--- config.mk ---
export PLATFORM = sky130hd
export DESIGN_NAME = sseg_display_ctrl
export DESIGN_NICKNAME = d
export VERILOG_FILES = /design/src/rtl/sseg_display_ctrl.sv
export SDC_FILE = /design/constraint.sdc
export NUM_CORES = 1
export LEC_CHECK = 0
export CORE_MARGIN = 3
export CORE_UTILIZATION = 50
export CTS_CLUSTER_DIAMETER = 100
export DETAILED_ROUTE_END_ITERATION = 12
export PLACE_DENSITY = 0.75
export SYNTH_ARGS = -nofsm -noshare
export SYNTH_HDL_FRONTEND = slang
export SYNTH_SLANG_ARGS = --single-unit
--- constraint.sdc ---
create_clock -name clk -period 3 [get_ports clk]
set_clock_uncertainty 0.05 [all_clocks]
set_input_delay 0.9 -clock clk [delete_from_list [all_inputs] [get_ports clk]]
set_output_delay 0.9 -clock clk [all_outputs]
set_load 0.02 [all_outputs]
--- src/rtl/sseg_display_ctrl.sv ---
// Display sequencer for the door-lock 4-digit 7-segment path: arbitrates keypad entry
// against timed status messages and produces the registered {mode, digits} display word.
module sseg_display_ctrl #(
  parameter int HOLD_CYCLES   = 50_000_000,
  parameter int BLINK_CYCLES  = 12_500_000,
  parameter int ENTRY_TIMEOUT = 250_000_000,
  parameter int CNT_W         = 28
) (
  input  logic        clk,
  input  logic        reset_n,
  input  logic        i_key_valid,
  input  logic [3:0]  i_key_digit,
  input  logic        i_key_clear,
  input  logic        i_msg_valid,
  input  logic [15:0] i_msg_digits,
  input  logic        i_msg_blink,
  output logic        o_msg_ready,
  output logic [17:0] o_disp_word,
  output logic [15:0] o_entry_code,
  output logic [2:0]  o_entry_cnt,
  output logic        o_key_drop
);

  typedef enum logic [1:0] {
    IDLE  = 2'd0,
    ENTRY = 2'd1,
    MSG   = 2'd2
  } state_t;

  localparam logic [CNT_W-1:0] HOLD_LAST  = CNT_W'(HOLD_CYCLES - 1);
  localparam logic [CNT_W-1:0] BLINK_LAST = CNT_W'(BLINK_CYCLES - 1);
  localparam logic [CNT_W-1:0] ENTRY_LAST = CNT_W'(ENTRY_TIMEOUT - 1);
  localparam logic [CNT_W-1:0] CNT_MAX    = {CNT_W{1'b1}};
  localparam logic [CNT_W-1:0] CNT_ONE    = CNT_W'(1);

  state_t            r_state;
  logic [15:0]       r_entry_code;
  logic [2:0]        r_entry_cnt;
  logic [CNT_W-1:0]  r_entry_tmr;
  logic [15:0]       r_msg_digits;
  logic              r_msg_blink;
  logic [CNT_W-1:0]  r_hold_cnt;
  logic [CNT_W-1:0]  r_blink_cnt;
  logic              r_blink_on;
  logic              r_msg_ready;
  logic              r_key_drop;
  logic [17:0]       r_disp_word;

  state_t            w_next_state;
  logic [15:0]       w_next_code;
  logic [2:0]        w_next_cnt;
  logic [CNT_W-1:0]  w_next_tmr;
  logic [15:0]       w_next_msg;
  logic              w_next_blink_en;
  logic [CNT_W-1:0]  w_next_hold;
  logic [CNT_W-1:0]  w_next_bcnt;
  logic              w_next_phase;
  logic              w_next_drop;
  logic [17:0]       w_next_disp;
  logic              w_key_legal;
  logic              w_msg_accept;

  // Next-state logic; a message accept overrides whatever IDLE/ENTRY decided for the key.
  always_comb begin
    w_next_state    = r_state;
    w_next_code     = r_entry_code;
    w_next_cnt      = r_entry_cnt;
    w_next_tmr      = r_entry_tmr;
    w_next_msg      = r_msg_digits;
    w_next_blink_en = r_msg_blink;
    w_next_hold     = r_hold_cnt;
    w_next_bcnt     = r_blink_cnt;
    w_next_phase    = r_blink_on;
    w_key_legal     = i_key_valid && (i_key_digit <= 4'd9);
    w_msg_accept    = i_msg_valid && r_msg_ready;
    w_next_drop     = i_key_valid && !w_key_legal;

    case (r_state)
      IDLE: begin
        if (w_key_legal) begin
          w_next_state = ENTRY;
          w_next_code  = {12'hFFF, i_key_digit};
          w_next_cnt   = 3'd1;
          w_next_tmr   = '0;
        end
      end

      ENTRY: begin
        if (i_key_clear) begin
          w_next_state = IDLE;
          w_next_code  = 16'hFFFF;
          w_next_cnt   = 3'd0;
          w_next_tmr   = '0;
          w_next_drop  = i_key_valid;
        end else if (w_key_legal && (r_entry_cnt < 3'd4)) begin
          w_next_code = {r_entry_code[11:0], i_key_digit};
          w_next_cnt  = r_entry_cnt + 3'd1;
          w_next_tmr  = '0;
        end else begin
          // A full entry drops further keys without restarting the inactivity timer.
          if (w_key_legal) begin
            w_next_drop = 1'b1;
          end
          if (r_entry_tmr >= ENTRY_LAST) begin
            w_next_state = IDLE;
            w_next_code  = 16'hFFFF;
            w_next_cnt   = 3'd0;
            w_next_tmr   = '0;
          end else if (r_entry_tmr != CNT_MAX) begin
            w_next_tmr = r_entry_tmr + CNT_ONE;
          end
        end
      end

      MSG: begin
        w_next_drop = i_key_valid;
        if (r_hold_cnt >= HOLD_LAST) begin
          w_next_state = IDLE;
        end else if (r_hold_cnt != CNT_MAX) begin
          w_next_hold = r_hold_cnt + CNT_ONE;
        end
        if (r_msg_blink) begin
          if (r_blink_cnt >= BLINK_LAST) begin
            w_next_bcnt  = '0;
            w_next_phase = !r_blink_on;
          end else if (r_blink_cnt != CNT_MAX) begin
            w_next_bcnt = r_blink_cnt + CNT_ONE;
          end
        end
      end

      default: begin
        w_next_state = IDLE;
      end
    endcase

    if (w_msg_accept) begin
      w_next_state    = MSG;
      w_next_code     = 16'hFFFF;
      w_next_cnt      = 3'd0;
      w_next_tmr      = '0;
      w_next_msg      = i_msg_digits;
      w_next_blink_en = i_msg_blink;
      w_next_hold     = '0;
      w_next_bcnt     = '0;
      w_next_phase    = 1'b1;
      w_next_drop     = i_key_valid;
    end

    case (w_next_state)
      ENTRY:   w_next_disp = {2'b01, w_next_code};
      MSG:     w_next_disp = {(w_next_phase ? 2'b10 : 2'b00), w_next_msg};
      default: w_next_disp = {2'b00, 16'hFFFF};
    endcase
  end

  // Display word and status flags are registered from next-state values so they
  // reflect an event in the cycle right after the edge that accepted it.
  always_ff @(posedge clk or negedge reset_n) begin
    if (!reset_n) begin
      r_state      <= IDLE;
      r_entry_code <= 16'hFFFF;
      r_entry_cnt  <= 3'd0;
      r_entry_tmr  <= '0;
      r_msg_digits <= 16'hFFFF;
      r_msg_blink  <= 1'b0;
      r_hold_cnt   <= '0;
      r_blink_cnt  <= '0;
      r_blink_on   <= 1'b1;
      r_msg_ready  <= 1'b1;
      r_key_drop   <= 1'b0;
      r_disp_word  <= {2'b00, 16'hFFFF};
    end else begin
      r_state      <= w_next_state;
      r_entry_code <= w_next_code;
      r_entry_cnt  <= w_next_cnt;
      r_entry_tmr  <= w_next_tmr;
      r_msg_digits <= w_next_msg;
      r_msg_blink  <= w_next_blink_en;
      r_hold_cnt   <= w_next_hold;
      r_blink_cnt  <= w_next_bcnt;
      r_blink_on   <= w_next_phase;
      r_msg_ready  <= (w_next_state != MSG);
      r_key_drop   <= w_next_drop;
      r_disp_word  <= w_next_disp;
    end
  end

  assign o_msg_ready  = r_msg_ready;
  assign o_disp_word  = r_disp_word;
  assign o_entry_code = r_entry_code;
  assign o_entry_cnt  = r_entry_cnt;
  assign o_key_drop   = r_key_drop;

endmodule

**Word level (Yosys, flattened, before mapping)**

Cells that the tools add are included.

- Add/subtract/negate cells: 4
- Reduce and logical (&&, ||, !) cells: 16
- Mux-type cells: 47
- Order comparisons: 5
- Equal/unequal tests: 12

Operators by type and width:

| operator | number |
|---|---|
| 28-bit 2-to-1 mux | 15 |
| 16-bit 2-to-1 mux | 6 |
| 28-bit by 1-bit adder with 28-bit output (second input constant) | 3 |
| 28-bit inequality test (second input constant) | 3 |
| 28-bit one-hot mux with 2 select lines | 1 |
| 18-bit one-hot mux with 2 select lines | 1 |
| 16-bit one-hot mux with 2 select lines | 1 |
| 28-bit by 24-bit >= comparator with 1-bit output (second input constant) | 1 |
| 28-bit by 26-bit >= comparator with 1-bit output (second input constant) | 1 |
| 28-bit >= comparator (second input constant) | 1 |
| 3-bit 2-to-1 mux | 5 |
| 2-bit 2-to-1 mux | 7 |
| 3-bit AND reduction | 4 |
| 1-bit 2-to-1 mux | 8 |
| 6-bit inequality test (second input constant) | 1 |
| 2-bit one-hot mux with 3 select lines | 1 |
| 3-bit one-hot mux with 2 select lines | 1 |
| 2-bit nonzero test | 3 |
| 3-bit nonzero test | 2 |
| 5-bit inequality test (second input constant) | 1 |
| 2-bit by 1-bit == test with 1-bit output (second input constant) | 2 |
| 2-bit == test (second input constant) | 2 |
| 4-bit <= comparator (second input constant) | 1 |
| 1-bit logical AND | 4 |
| other kinds (7) | 9 |

- Output and inout bits: 39
- Bits of input ports: 26
- Logic and storage cells: 96
- Register bits after elaboration: 143

**Depth between registers and ports, before layout**

- Word-level depth: 9
- Gate-level depth with buffers: 13
- Depth with buffers taken out: 12

**Least setup slack after synthesis**

No wires, ideal clock.

- Kind: in2reg
- Start: input port i_key_digit[1]
- End: register r_disp_word[4] (netlist: o_disp_word[4])
- Arrival time: 3.311 ns
- Setup slack: -0.449 ns
- Path buffers: 4
- Stages: 12
- Setup time: 0.088 ns
- Path through: o21a_1 > clkbuf_1 > nor3_1 > buf_2 > o2111a_1 > o311ai_0 > ha_1 > clkbuf_1 > clkbuf_1 > a21o_1 > a221oi_1 > o21ai_1

- Word-level cells in the longest chain between the ends: 9
- Elaborated cells on any way between the ends: 16

RTL lines:

| what | line | source |
|---|---|---|
| start, declared | 12 | `input logic [3:0] i_key_digit,` |
| 4-bit <= comparator * | 74 | `w_key_legal = i_key_valid && (i_key_digit <= 4'd9);` |
| 1-bit logical AND * | 74 |  |
| 1-bit logical AND | 95 | `end else if (w_key_legal && (r_entry_cnt < 3'd4)) begin` |
| 2-bit 2-to-1 mux | 95 |  |
| 2-bit 2-to-1 mux | 89 | `if (i_key_clear) begin` |
| 2-bit one-hot mux with 3 select lines | 78 | `case (r_state)` |
| 2-bit 2-to-1 mux | 137 | `if (w_msg_accept) begin` |
| 2-bit == test or 2-bit by 1-bit == test with 1-bit output (tied branches) | 150 | `case (w_next_state)` |
| 18-bit one-hot mux with 2 select lines * | 150 |  |
| via w_next_disp[4] | 59 | `logic [17:0] w_next_disp;` |
| end signal, assigned | 172 | `r_disp_word <= {2'b00, 16'hFFFF};` |
| end signal, assigned | 185 | `r_disp_word <= w_next_disp;` |
| end, declared | 47 | `logic [17:0] r_disp_word;` |

Mark *: on every way through the listed nets, which the timed path passes. The rest lies on a longest branch.
A chain may end at the register's enable or synchronous reset.

**Worst setup path after layout**

- Start: register r_entry_tmr[20]
- End: register r_disp_word[10] (netlist: o_disp_word[10])

- Word-level cells in the longest chain between the ends: 8
- Elaborated cells on any way between the ends: 14

RTL lines:

| what | line | source |
|---|---|---|
| start, declared | 39 | `logic [CNT_W-1:0] r_entry_tmr;` |
| start signal, assigned | 177 | `r_entry_tmr <= w_next_tmr;` |
| 28-bit >= comparator * | 104 | `if (r_entry_tmr >= ENTRY_LAST) begin` |
| 2-bit 2-to-1 mux * | 104 |  |
| 2-bit 2-to-1 mux * | 95 |  |
| 2-bit 2-to-1 mux * | 89 |  |
| 2-bit one-hot mux with 3 select lines * | 78 |  |
| 2-bit 2-to-1 mux * | 137 |  |
| via w_next_state[0] | 49 | `state_t w_next_state;` |
| 2-bit == test or 2-bit by 1-bit == test with 1-bit output (tied branches) | 150 |  |
| 18-bit one-hot mux with 2 select lines * | 150 |  |
| via w_next_disp[10] | 59 |  |

Marks and branches as above.

==> summary.md <==
| Metric | Value |
|---|---|
| Status | `finished with violations` |
| Violated checks | `negative setup slack` |
| DRC | `0` |
| Vias in the first global route | `between 7000 and 8000` |
| Main area contributors after synthesis | `dfrtp_1 28%, dfstp_2 16%, nand2_1 4.7%` |
| Setup slack after layout | `-32.25 ps` |
| Upper clock frequency limit | `around 330 MHz` |
| Crit Path Class | `flip-flop to flip-flop` |
| Clock Latency Late Sink | `between 400 and 500 ps` |
| Io pins | `65` |
| Vias post-DR | `around 7800` |
| H-tree depth | `4` |
| Ant. Diodes | `0` |
| YS warnings | `0` |
| Maximum VDD drop | `0.5619 mV` |
| Library cells used by synthesis | `80` |
| Routed WL | `around 24000 um` |
| Core footprint | `around 0.016 sq mm` |
| Fill cell count | `around 1300` |
| Slew Limit Headroom | `0.5096` |
| Maxcap violations | `0` |
| CTS tree | `yes` |
| Post-synth ARST share | `1.000` |
| Clock transition at path regs | `around 60 ps` |
| CP Max Fanout | `13` |
| Syn Nets | `~900` |
| Layout Area Growth over Synthesis | `28.29%` |
| Die width | `approximately 130 um` |
| CP required | `approximately 3300 ps` |
| Startpoint types | `flip-flop` |
| Post-route ant nets | `0` |
| Fin. max-slew vios | `0` |
| Yosys top cell by area | `dfrtp_1` |
| Most used flip-flop cell after synthesis | `dfrtp_1` |
| Antenna violations before repair | `0` |
| Yosys top cell area share | `0.2828` |
| Mean Syn Cell Area | `9.342 sq um` |
| Post-Syn Area | `slightly above 0.008 sq mm` |
| Hpwl dp | `15940 um` |
| Actual slew at the worst max-slew pin | `approximately 730 ps` |
| Clk sinks | `around 140` |
| Initial Utilization | `0.5144` |
| Final Non-Filler Cells | `1254` |
| Final period utilization | `1.011` |
| Count leader, synth | `nand2_1` |
| Fin crit period | `around 3000 ps` |
| Setup violators final | `2` |
| DRT Pass-1 Iters | `5` |
| RSZ-0062 raised after global routing | `true` |
| Sequential cell area fraction in the yosys report | `0.4424` |
| Die Ht | `between 100 and 150 um` |
| Die ar. | `0.01804 sq mm` |
| Gr usage total | `0.2586` |
| Layout cell share with drive strength beyond 1 | `0.2303` |
| Total CTS buffers | `17` |
| Placed Cells | `~1200` |
| Seq cells post-synth | `approximately 140` |
| P_leak | `4.268 nW` |
| Vias per cell | `roughly 6.2` |
| Worst-case clock buffer depth | `2` |
| Commonest cells in the netlist | `103 x nand2_1, 93 x dfrtp_1, 65 x o21ai_0` |
| WL per Instance | `approximately 19 um` |
| Critical path endpoint category | `flip-flop` |
| Pwr dens | `a little over 800 mW/mm^2` |
| Post-layout util | `0.6599` |
| Sequential standard cell area | `roughly 0.0036 sq mm` |
| Initial drt markers | `830` |
| EDFF count, synth | `0` |
| Routability Congestion | `approximately 0.9` |
| First-pass GRT wire length | `around 38000 um` |
| Root cell of the clock tree | `clkbuf_16` |
| Power consumption | `approximately 0.0086 W` |
| Gr ovfl total | `0` |
| Worst Hold Class | `input port to asynchronous set/reset pin` |
| Row count | `46` |
| Number of cells produced by synthesis | `around 900` |
| Final Hold Viols | `0` |
| CP Data Arrival Time | `approximately 3300 ps` |
| Largest net degree at the start of global routing | `49` |
| Multi-input logic area | `roughly 0.0044 sq mm` |
| Number of port buffers | `64` |
| # nets final | `1062` |
worst max-delay path, cell delays in order (launching register included):
cell and delay [ps]:
dfrtp_1 400, or4_4 540, nor4b_4 340, nand4_1 150
o2111a_2 200, o311a_1 360, ha_4 210, clkbuf_16 180
a221oi_2 320, o211ai_1 180
kinds of logic (layout without fill, tap and decap cells):
group,count (synthesis),in the layout,synth area share
flops,143,143,0.4424
xor+xnor,10,10,0.01064
fa+ha+maj,11,11,0.01672
simple gates,343,343,0.2169
compound gates,281,281,0.2455
mux,23,23,0.02964
buf+inv,70,227,0.03816
registers in the layout, summed over array words and instances, names as in the netlist, 2 cells and up:
signal,cells
r_blink_cnt,28
r_entry_tmr,28
r_hold_cnt,28
o_disp_word,18
o_entry_code,16
r_msg_digits,16
o_entry_cnt,3
r_state,2
path summary, 6_finish.rpt:
check,from,to,slack [ps],depth (start not counted)
min reg2reg,r_msg_digits[2],r_msg_digits[2],440,2
max reg2reg,r_entry_tmr[20],o_disp_word[10],-30,9
max,r_entry_tmr[20],o_disp_word[10],-30,9
max in group asynchronous,reset_n,r_msg_digits[7],1850,2
min,reset_n,r_blink_cnt[18],360,1
min in group clk,r_msg_digits[2],r_msg_digits[2],440,2
report_power, final:
group | switching (W) | total [W] | internal [W]
clock network | 0.000831 | 0.00222 | 0.00139
logic | 0.00204 | 0.00374 | 0.00170
registers | 0.000226 | 0.00268 | 0.00245
total | 0.00310 | 0.00864 | 0.00555
cells in the final DEF (no fill, tap or decap), types with 6 or more instances in the layout:
master,netlist,layout
and4_1,9,9
nand2_1,103,101
clkbuf_16,0,18
nor3_1,24,23
a21oi_1,44,44
dfstp_2,50,50
mux2_2,10,10
a22o_1,18,18
or3_1,6,6
ha_1,11,9
o41ai_1,9,9
nand3_1,37,37
clkdlybuf4s50_1,0,63
inv_1,24,24
xnor2_1,9,9
o31ai_1,10,10
nand4_1,18,18
nor2_1,52,52
o21ai_1,5,13
dfrtp_1,93,93
o21a_1,11,11
a2111o_1,9,9
mux2i_1,12,12
and2_1,14,14
a221oi_2,0,11
a21o_1,22,22
and3_1,23,23
nor2b_1,8,8
a211oi_1,7,6
or4_1,6,6
nand2b_1,12,12
buf_4,2,101
o211ai_1,8,8
o21ai_0,65,57
a31oi_1,9,8
nor4_1,15,15
per-layer routing:
metal  wire [um]  part of all wire  up-vias  GRT usage
met5           0                 0        -          0
met4         503             0.021        0    0.08597
met3        1499             0.064       51    0.05926
met2       11130              0.47      298     0.4042
met1       10470              0.44     3870     0.3576
li1            -                 -     3615          -
stage by stage:
stage	hold slack (ps)	setup TNS [ps]	setup slack [ps]	instance area, sq um
after floorplan	395.8	-89.26	-44.63	8318
after detailed placement	433.0	-7897	-452.8	9768
after CTS	372.3	0	0.7137	10450
after global placement	422.7	-6327	-399.2	9768
final	360.5	-41.95	-32.25	10560
after global routing	384.0	-124.5	-65.09	10560
what timing repair did:
action / in CTS / in global routing
pin swaps: 6 / 7
gates cloned: 0 / 1
resized for setup: 16 / 11
setup buffers: 0 / 3
endpoints found under the setup margin: 14 / 17
hold buffers: 0 / 0
cell type report:
type                    count  area share
multi-input cells         668      0.4197
flip-flops and latches    143      0.3448
repair buffers            171      0.1428
clock buffers              22     0.04586
well taps                 216     0.02560
clock inverters            10     0.01268
inverters                  24    0.008532
(Power assumes the default switching activity.)
